`config.mk`:
```
export PLATFORM = sky130hd
export DESIGN_NAME = key_bounce_gen
export DESIGN_NICKNAME = d
export VERILOG_FILES = /design/src/rtl/key_pkg.sv /design/src/rtl/key_bounce_gen_lfsr16.sv /design/src/rtl/key_bounce_gen.sv
export SDC_FILE = /design/constraint.sdc
export NUM_CORES = 1
export LEC_CHECK = 0
export ABC_AREA = 1
export BUFFER_PORTS_ARGS = -buffer_cell sky130_fd_sc_hd__buf_2
export CAP_MARGIN = 0
export CORE_AREA = 2 2 77 79
export CTS_BUF_LIST = sky130_fd_sc_hd__clkbuf_16
export DETAILED_ROUTE_END_ITERATION = 7
export DIE_AREA = 0 0 79 81
export PLACE_DENSITY_LB_ADDON = 0.15
export SLEW_MARGIN = 10
export SYNTH_ARGS = -nofsm -noshare
export SYNTH_HDL_FRONTEND = slang
export SYNTH_SLANG_ARGS = --single-unit
export TNS_END_PERCENT = 5
```
`constraint.sdc`:
```
create_clock -name clk -period 1.8 [get_ports clk]
set_input_delay 0.54 -clock clk [delete_from_list [all_inputs] [get_ports clk]]
set_output_delay 0.54 -clock clk [all_outputs]
set_load 0.1 [all_outputs]
```
`src/rtl/key_pkg.sv`:
```
// Shared definitions for the key bounce generator: FSM state codes,
// the LFSR feedback taps, the default LFSR seed and the LFSR step function.
package key_pkg;

  localparam int          STATE_W    = 3;
  localparam logic [2:0]  ST_IDLE    = 3'd0;
  localparam logic [2:0]  ST_PRESS_B = 3'd1;
  localparam logic [2:0]  ST_HOLD    = 3'd2;
  localparam logic [2:0]  ST_REL_B   = 3'd3;
  localparam logic [2:0]  ST_DONE    = 3'd4;

  // Taps 16,14,13,11 of a right-shifting Fibonacci LFSR map to bits 0,2,3,5.
  localparam logic [15:0] LFSR_TAPS    = 16'h002D;
  localparam logic [15:0] DEFAULT_SEED = 16'hACE1;

  // One LFSR step: feedback (XOR of tapped bits) enters at the MSB.
  function automatic logic [15:0] lfsr_step(input logic [15:0] s);
    return {^(s & LFSR_TAPS), s[15:1]};
  endfunction

endpackage

```
`src/rtl/key_bounce_gen_lfsr16.sv`:
```
// Free-running 16-bit Fibonacci LFSR used as the bounce-length source.
// Loads SEED on reset; SEED must be nonzero or the sequence locks up.
module lfsr16
  import key_pkg::*;
#(
  parameter logic [15:0] SEED = DEFAULT_SEED
) (
  input  logic        clk,
  input  logic        rst,
  output logic [15:0] state
);

  // Advance one step every cycle, regardless of what the consumer is doing.
  always_ff @(posedge clk or posedge rst) begin
    if (rst) state <= SEED;
    else     state <= lfsr_step(state);
  end

endmodule

```
`src/rtl/key_bounce_gen.sv`:
```
// Mechanical key emulator: on req, drives key_out through a press-bounce
// burst, a stable hold of hold_len cycles and a release-bounce burst, then
// pulses done. key_out: 1 = pressed, 0 = released.
// Build option KEY_BOUNCE_FIXED_EN: every bounce segment is BOUNCE_MAX+1
// cycles and no LFSR is built; otherwise lengths come from lfsr16.
module key_bounce_gen
  import key_pkg::*;
#(
  parameter int          BOUNCE_NUM = 4,
  parameter int          BOUNCE_MAX = 255,
  parameter int          HOLD_W     = 16,
  parameter logic [15:0] SEED       = DEFAULT_SEED
) (
  input  logic              clk,
  input  logic              rst,
  input  logic              req,
  input  logic [HOLD_W-1:0] hold_len,
  output logic              busy,
  output logic              done,
  output logic              key_out
);

  // Segments per bounce phase; kept >= 1 so widths stay legal when bouncing is off.
  localparam int               SEG_TOTAL = (BOUNCE_NUM > 0) ? 2 * BOUNCE_NUM : 1;
  localparam int               IDX_W     = (SEG_TOTAL > 1) ? $clog2(SEG_TOTAL) : 1;
  localparam logic [IDX_W-1:0] LAST_IDX  = IDX_W'(SEG_TOTAL - 1);

  logic [STATE_W-1:0] state_reg;
  logic [HOLD_W-1:0]  hold_cnt_reg;
  logic [8:0]         seg_left_reg;   // remaining cycles of current segment, valid after its first cycle
  logic               seg_first_reg;  // current cycle is the first of a segment
  logic [IDX_W-1:0]   seg_idx_reg;

  logic [8:0]         seg_draw;
  logic [8:0]         seg_len_now;
  logic               seg_last;
  logic               idx_last;

`ifdef KEY_BOUNCE_FIXED_EN
  assign seg_draw = 9'(BOUNCE_MAX + 1);
`else
  logic [15:0] lfsr_state;
  logic        lfsr_unused;

  lfsr16 #(.SEED(SEED)) u_lfsr (
    .clk   (clk),
    .rst   (rst),
    .state (lfsr_state)
  );

  // Only the low byte feeds the length draw.
  assign lfsr_unused = ^lfsr_state[15:8];
  assign seg_draw    = {1'b0, lfsr_state[7:0] & 8'(BOUNCE_MAX)} + 9'd1;
`endif

  // In a segment's first cycle its length is the fresh draw; afterwards the stored remainder.
  assign seg_len_now = seg_first_reg ? seg_draw : seg_left_reg;
  assign seg_last    = (seg_len_now == 9'd1);
  assign idx_last    = (seg_idx_reg == LAST_IDX);

  // Sequencer: walks the phases and registers key_out/busy/done together with each step.
  always_ff @(posedge clk or posedge rst) begin
    if (rst) begin
      state_reg     <= ST_IDLE;
      hold_cnt_reg  <= '0;
      seg_left_reg  <= '0;
      seg_first_reg <= 1'b0;
      seg_idx_reg   <= '0;
      key_out       <= 1'b0;
      busy          <= 1'b0;
      done          <= 1'b0;
    end else begin
      case (state_reg)
        ST_IDLE: begin
          if (req) begin
            hold_cnt_reg  <= (hold_len == '0) ? HOLD_W'(1) : hold_len;
            busy          <= 1'b1;
            key_out       <= 1'b1;
            seg_idx_reg   <= '0;
            seg_first_reg <= 1'b1;
            state_reg     <= (BOUNCE_NUM == 0) ? ST_HOLD : ST_PRESS_B;
          end
        end

        ST_PRESS_B, ST_REL_B: begin
          if (!seg_last) begin
            seg_left_reg  <= seg_len_now - 9'd1;
            seg_first_reg <= 1'b0;
          end else begin
            seg_first_reg <= 1'b1;
            if (!idx_last) begin
              seg_idx_reg <= seg_idx_reg + IDX_W'(1);
              // Next index k+1: press is high on even k, release is high on odd k.
              key_out     <= (state_reg == ST_PRESS_B) ? seg_idx_reg[0] : ~seg_idx_reg[0];
            end else if (state_reg == ST_PRESS_B) begin
              seg_idx_reg <= '0;
              state_reg   <= ST_HOLD;
              key_out     <= 1'b1;
            end else begin
              state_reg   <= ST_DONE;
              key_out     <= 1'b0;
              done        <= 1'b1;
            end
          end
        end

        ST_HOLD: begin
          if (hold_cnt_reg == HOLD_W'(1)) begin
            seg_idx_reg   <= '0;
            seg_first_reg <= 1'b1;
            key_out       <= 1'b0;
            if (BOUNCE_NUM == 0) begin
              state_reg <= ST_DONE;
              done      <= 1'b1;
            end else begin
              state_reg <= ST_REL_B;
            end
          end else begin
            hold_cnt_reg <= hold_cnt_reg - HOLD_W'(1);
          end
        end

        ST_DONE: begin
          state_reg <= ST_IDLE;
          busy      <= 1'b0;
          done      <= 1'b0;
        end

        default: begin
          state_reg <= ST_IDLE;
          key_out   <= 1'b0;
          busy      <= 1'b0;
          done      <= 1'b0;
        end
      endcase
    end
  end

endmodule

```
==> results.md <==
Critical path:
- At the worst endpoint, the required time is 2030 ps.
- The data arrival time at the worst-slack endpoint is 2210 ps.
- The endpoint kind of the worst setup timing path is a flip-flop.
- The worst-case register-to-register setup slack is -180 ps.
- The maximum fanout along the worst path is 3.
- The kind of critical path is flip-flop to flip-flop.
- The worst setup path is launched from a flip-flop.

Power and ir drop:
- Internal power comes to 3.34 mW.
- The worst ir drop on vdd is 1060 uV.
- Total power for the finished layout comes to 6.14 mW.
- The share of total power dissipated in the clock network is 0.154.
- The switching power is 2.80 mW.
- Of the total power, registers draw 0.298.
- The cell leakage power is 1.75 nW.
- The share of total power dissipated in combinational logic is 0.549.
- The switching power as a share of total power is 0.456.
- Power spread over the standard cell area amounts to 1730 nW/um^2.

Drt:
- After detailed routing, the average wire length per cell comes to 12.1 um.
- The number of DRC markers in iteration 0 is 77.
- The total wire length after detailed routing is 6130 um.
- After detailed routing, the number of remaining DRC violations is 0.
- After detailed routing, the number of vias per cell comes to 5.12.
- The detailed router placed 2,601 vias in this run.
- The number of nets still failing antenna checks after routing is 0.
- The length of the first detailed-routing pass in iterations is 4.

Synthesis:
- Sorting the synthesized cells by area gives the leading types as sky130_fd_sc_hd__dfrtp_1 (37%), sky130_fd_sc_hd__nand2_1 (12%), sky130_fd_sc_hd__dfstp_2 (7.1%).
- Measured against the total synthesized area, the mux share comes to 0.
- The share of Yosys cell area claimed by the top area cell type is 0.365.
- The largest total area in the synthesized netlist belongs to sky130_fd_sc_hd__dfrtp_1.
- Of the total synthesized cell area, the portion taken by full adders, half adders and majority gates is 0.0340.
- The mapped cell area is 2950 um^2.
- The sequential share of the synthesized area is 0.436.
- The count of state elements after synthesis is 51.
- Yosys printed 0 warnings.
- The number of enable flip-flop cells after synthesis is 0.
- The xor/xnor cell area share of the yosys netlist is 0.0357.
- After synthesis, the most frequently instantiated cells are sky130_fd_sc_hd__nand2_1 (97), sky130_fd_sc_hd__nor2_1 (45), sky130_fd_sc_hd__dfrtp_1 (43).
- The predominant post-synthesis flop cell is sky130_fd_sc_hd__dfrtp_1.
- The most frequently used cell type in the post-synthesis netlist is sky130_fd_sc_hd__nand2_1.
- The total nets after synthesis is 408.
- The complex-gate fraction of the synthesized area is 0.0976.
- Of the total synthesized cell area, the portion taken by AND, OR, NAND and NOR gates is 0.320.
- The average instance in the mapped netlist occupies 7.74 um^2.
- Counting every instance in the synthesized netlist gives 381.
- The proportion of register bits with asynchronous set or reset after synthesis is 1.00.
- The number of different library cells used by synthesis comes to 36.
- By area, the combinational part of the netlist is dominated by simple AND/OR/NAND/NOR gates.

Die:
- The die is 81 um tall.
- The die is 79 um wide.
- The die covers 6400 um^2.
- The number of top-level pins is 22.
- The number of placement rows is 28.
- The core area is 5680 um^2.
- For this configuration, the core starts out at a cell density of 0.519.

Place:
- The number of buffers inserted by port buffering is 21.
- Detailed placement finished with a half-perimeter wire length of 4490 um.
- The final weighted congestion in routability-driven placement is 0.845.
- In this run the cell area measured after placement is 3340 um^2.
- The pre-CTS worst setup slack is -195 ps.

Clock tree:
- CTS built an H-tree with a depth of 2.
- The post-CTS clock slew at the launch and capture registers of the worst setup and hold paths is 70 ps.
- The insertion delay of the later-clocked pin in the worst-skew pair is 290 ps.
- TritonCTS built the clock tree.
- The tree is rooted in a sky130_fd_sc_hd__clkbuf_16.
- Clock tree synthesis found a total of 51 sinks.
- The number of hold buffers added after cts is 0.
- The maximum clock path buffer count is 2.
- The number of clock buffers added by TritonCTS is 5.

STA:
- The setup TNS after final layout is -2450 ps.
- The transition time at the pin with the least slew margin is 545 ps.
- Setup violations remaining at the end of the flow were counted as 18.
- Setup repair after global routing could not meet its margin everywhere.
- In the finished design, the share of the clock period the worst path needs comes to 1.10.
- In this run the tightest slew margin relative to its limit is 0.635.
- The number of endpoints with negative hold slack in the final report is 0.
- The max-slew violation count came to 0.
- The maximum clock frequency is 0.504 GHz.
- Subtracting the final worst setup slack from the clock period gives 1980 ps.
- The worst clock skew is 9.76 ps.
- The post-layout worst setup margin is -183 ps.
- The worst-case hold slack is 281 ps.

Global route:
- The number of global-route vias before repair was 2,452.
- Entering global routing, the biggest net connects 52 pins.
- The global-route wire length before repair is 11,000 um.
- The total overflow left after global routing is 0.
- The initial antenna violation count is 0.
- Across every metal layer, demand over resource in global routing totals 0.215.

Finish:
- The summed area of non-filler cells in the final layout is 3550 um^2.
- The final-stage net count is 459.
- The area overhead of the layout relative to synthesis is 20.6%.
- In the final layout, the share of cells above drive strength 1 is 0.254.
- The count of antenna diodes in the layout is 0.

Run status:
- The run finished, with violations left.
- The checks that failed: setup timing.

Run:
- The max-capacitance violation count is 0.

Hold path:
- The min-delay analysis places its worst path in the category primary input to async pin.
[routing by layer]
metal / up-vias / share of wire / global-route usage
li1: 1345 / - / -
met1: 1204 / 0.47 / 0.281
met2: 48 / 0.49 / 0.380
met3: 4 / 0.036 / 0.0367
met4: 0 / 0.0086 / 0.0466
met5: - / 0 / 0
[critical path, cell delays in order, from the launching register on]
cell and delay, ps:
sky130_fd_sc_hd__dfstp_2 560, sky130_fd_sc_hd__ha_4 210, sky130_fd_sc_hd__o21ai_4 160, sky130_fd_sc_hd__buf_4 130, sky130_fd_sc_hd__ha_2 170, sky130_fd_sc_hd__inv_1 50, sky130_fd_sc_hd__nor2_2 120, sky130_fd_sc_hd__nand2_1 100
sky130_fd_sc_hd__nor2_2 150, sky130_fd_sc_hd__xor2_1 160, sky130_fd_sc_hd__nand2_1 70, sky130_fd_sc_hd__nand2_1 60
[stage by stage]
stage | util | cells
6_report | 0.626 | 508
5_1_grt | 0.626 | 508
4_1_cts | 0.619 | 507
3_5_place_dp | 0.588 | 497
3_3_place_gp | 0.588 | 497
2_1_floorplan | - | 381
[cells by family after synthesis]
| family | Yosys count |
|---|---|
| XOR/XNOR | 12 |
| adder cells (fa/ha/maj) | 8 |
| AND/OR/NAND/NOR | 208 |
| flip-flops | 51 |
| AO/OA/AOI/OAI | 51 |
| buffers and inverters | 51 |
[final cells by class]
type,count,area [um^2]
Multi-Input combinational cell,280,1510
Sequential cell,51,1290
Clock inverter,3,20.0
Inverter,41,154
Fill cell,528,2120
Tap cell,75,93.8
Clock buffer,5,125
Timing Repair Buffer,53,365
[cell usage in the layout, fill, tap and decap left out, types with 2 or more instances in the layout]
cell type | Yosys | final
sky130_fd_sc_hd__a21oi_1 | 8 | 7
sky130_fd_sc_hd__inv_1 | 38 | 36
sky130_fd_sc_hd__o22ai_1 | 8 | 8
sky130_fd_sc_hd__nand3_1 | 21 | 19
sky130_fd_sc_hd__nor2_1 | 45 | 41
sky130_fd_sc_hd__o21ai_1 | 8 | 10
sky130_fd_sc_hd__ha_2 | 0 | 2
sky130_fd_sc_hd__nor4_1 | 4 | 4
sky130_fd_sc_hd__nor3_1 | 7 | 7
sky130_fd_sc_hd__clkbuf_16 | 0 | 5
sky130_fd_sc_hd__dfstp_2 | 8 | 8
sky130_fd_sc_hd__nor2_2 | 5 | 9
sky130_fd_sc_hd__nand2_2 | 7 | 11
sky130_fd_sc_hd__xor2_1 | 6 | 6
sky130_fd_sc_hd__dfrtp_1 | 43 | 43
sky130_fd_sc_hd__ha_1 | 8 | 5
sky130_fd_sc_hd__inv_2 | 3 | 6
sky130_fd_sc_hd__xnor2_1 | 6 | 6
sky130_fd_sc_hd__buf_6 | 4 | 2
sky130_fd_sc_hd__buf_4 | 0 | 29
sky130_fd_sc_hd__nand2_1 | 97 | 93
sky130_fd_sc_hd__buf_2 | 3 | 21
sky130_fd_sc_hd__nor2_4 | 2 | 2
sky130_fd_sc_hd__nand4_1 | 10 | 10
sky130_fd_sc_hd__nand2_4 | 1 | 2
sky130_fd_sc_hd__o21ai_0 | 19 | 16
sky130_fd_sc_hd__nand3_2 | 4 | 6
sky130_fd_sc_hd__or2_1 | 2 | 2
sky130_fd_sc_hd__o211ai_1 | 2 | 2
[final timing paths]
kind                                           start                           end  cells past startpoint
max in group asynchronous                        rst     u_lfsr.state[0]$_DFF_PP1_                      3
setup reg to reg           u_lfsr.state[0]$_DFF_PP1_   seg_left_reg[6]$_DFFE_PP0P_                     11
hold reg to reg            u_lfsr.state[8]$_DFF_PP0_     u_lfsr.state[7]$_DFF_PP1_                      0
min in group clk           u_lfsr.state[8]$_DFF_PP0_     u_lfsr.state[7]$_DFF_PP1_                      0
setup / recovery           u_lfsr.state[0]$_DFF_PP1_   seg_left_reg[6]$_DFFE_PP0P_                     11
hold / removal                                   rst  hold_cnt_reg[11]$_DFFE_PP0P_                      3
[power groups by stage]
stage	logic, mW	clock network, mW	registers [mW]
floorplan	2.20	0	1.98
global placement	3.09	0	1.83
detailed placement	3.16	0	1.83
CTS	3.27	0.956	1.82
global route	3.84	1.00	1.89
finish	3.37	0.944	1.83
[timing repair]
item	in CTS	in global routing
pin swaps	1	7
gates cloned	1	0
gates resized for setup	6	15
buffers inserted	1	1
endpoints found under the hold margin	0	0
endpoints found under the setup margin	18	33
Power figures use the tool's default switching activity.
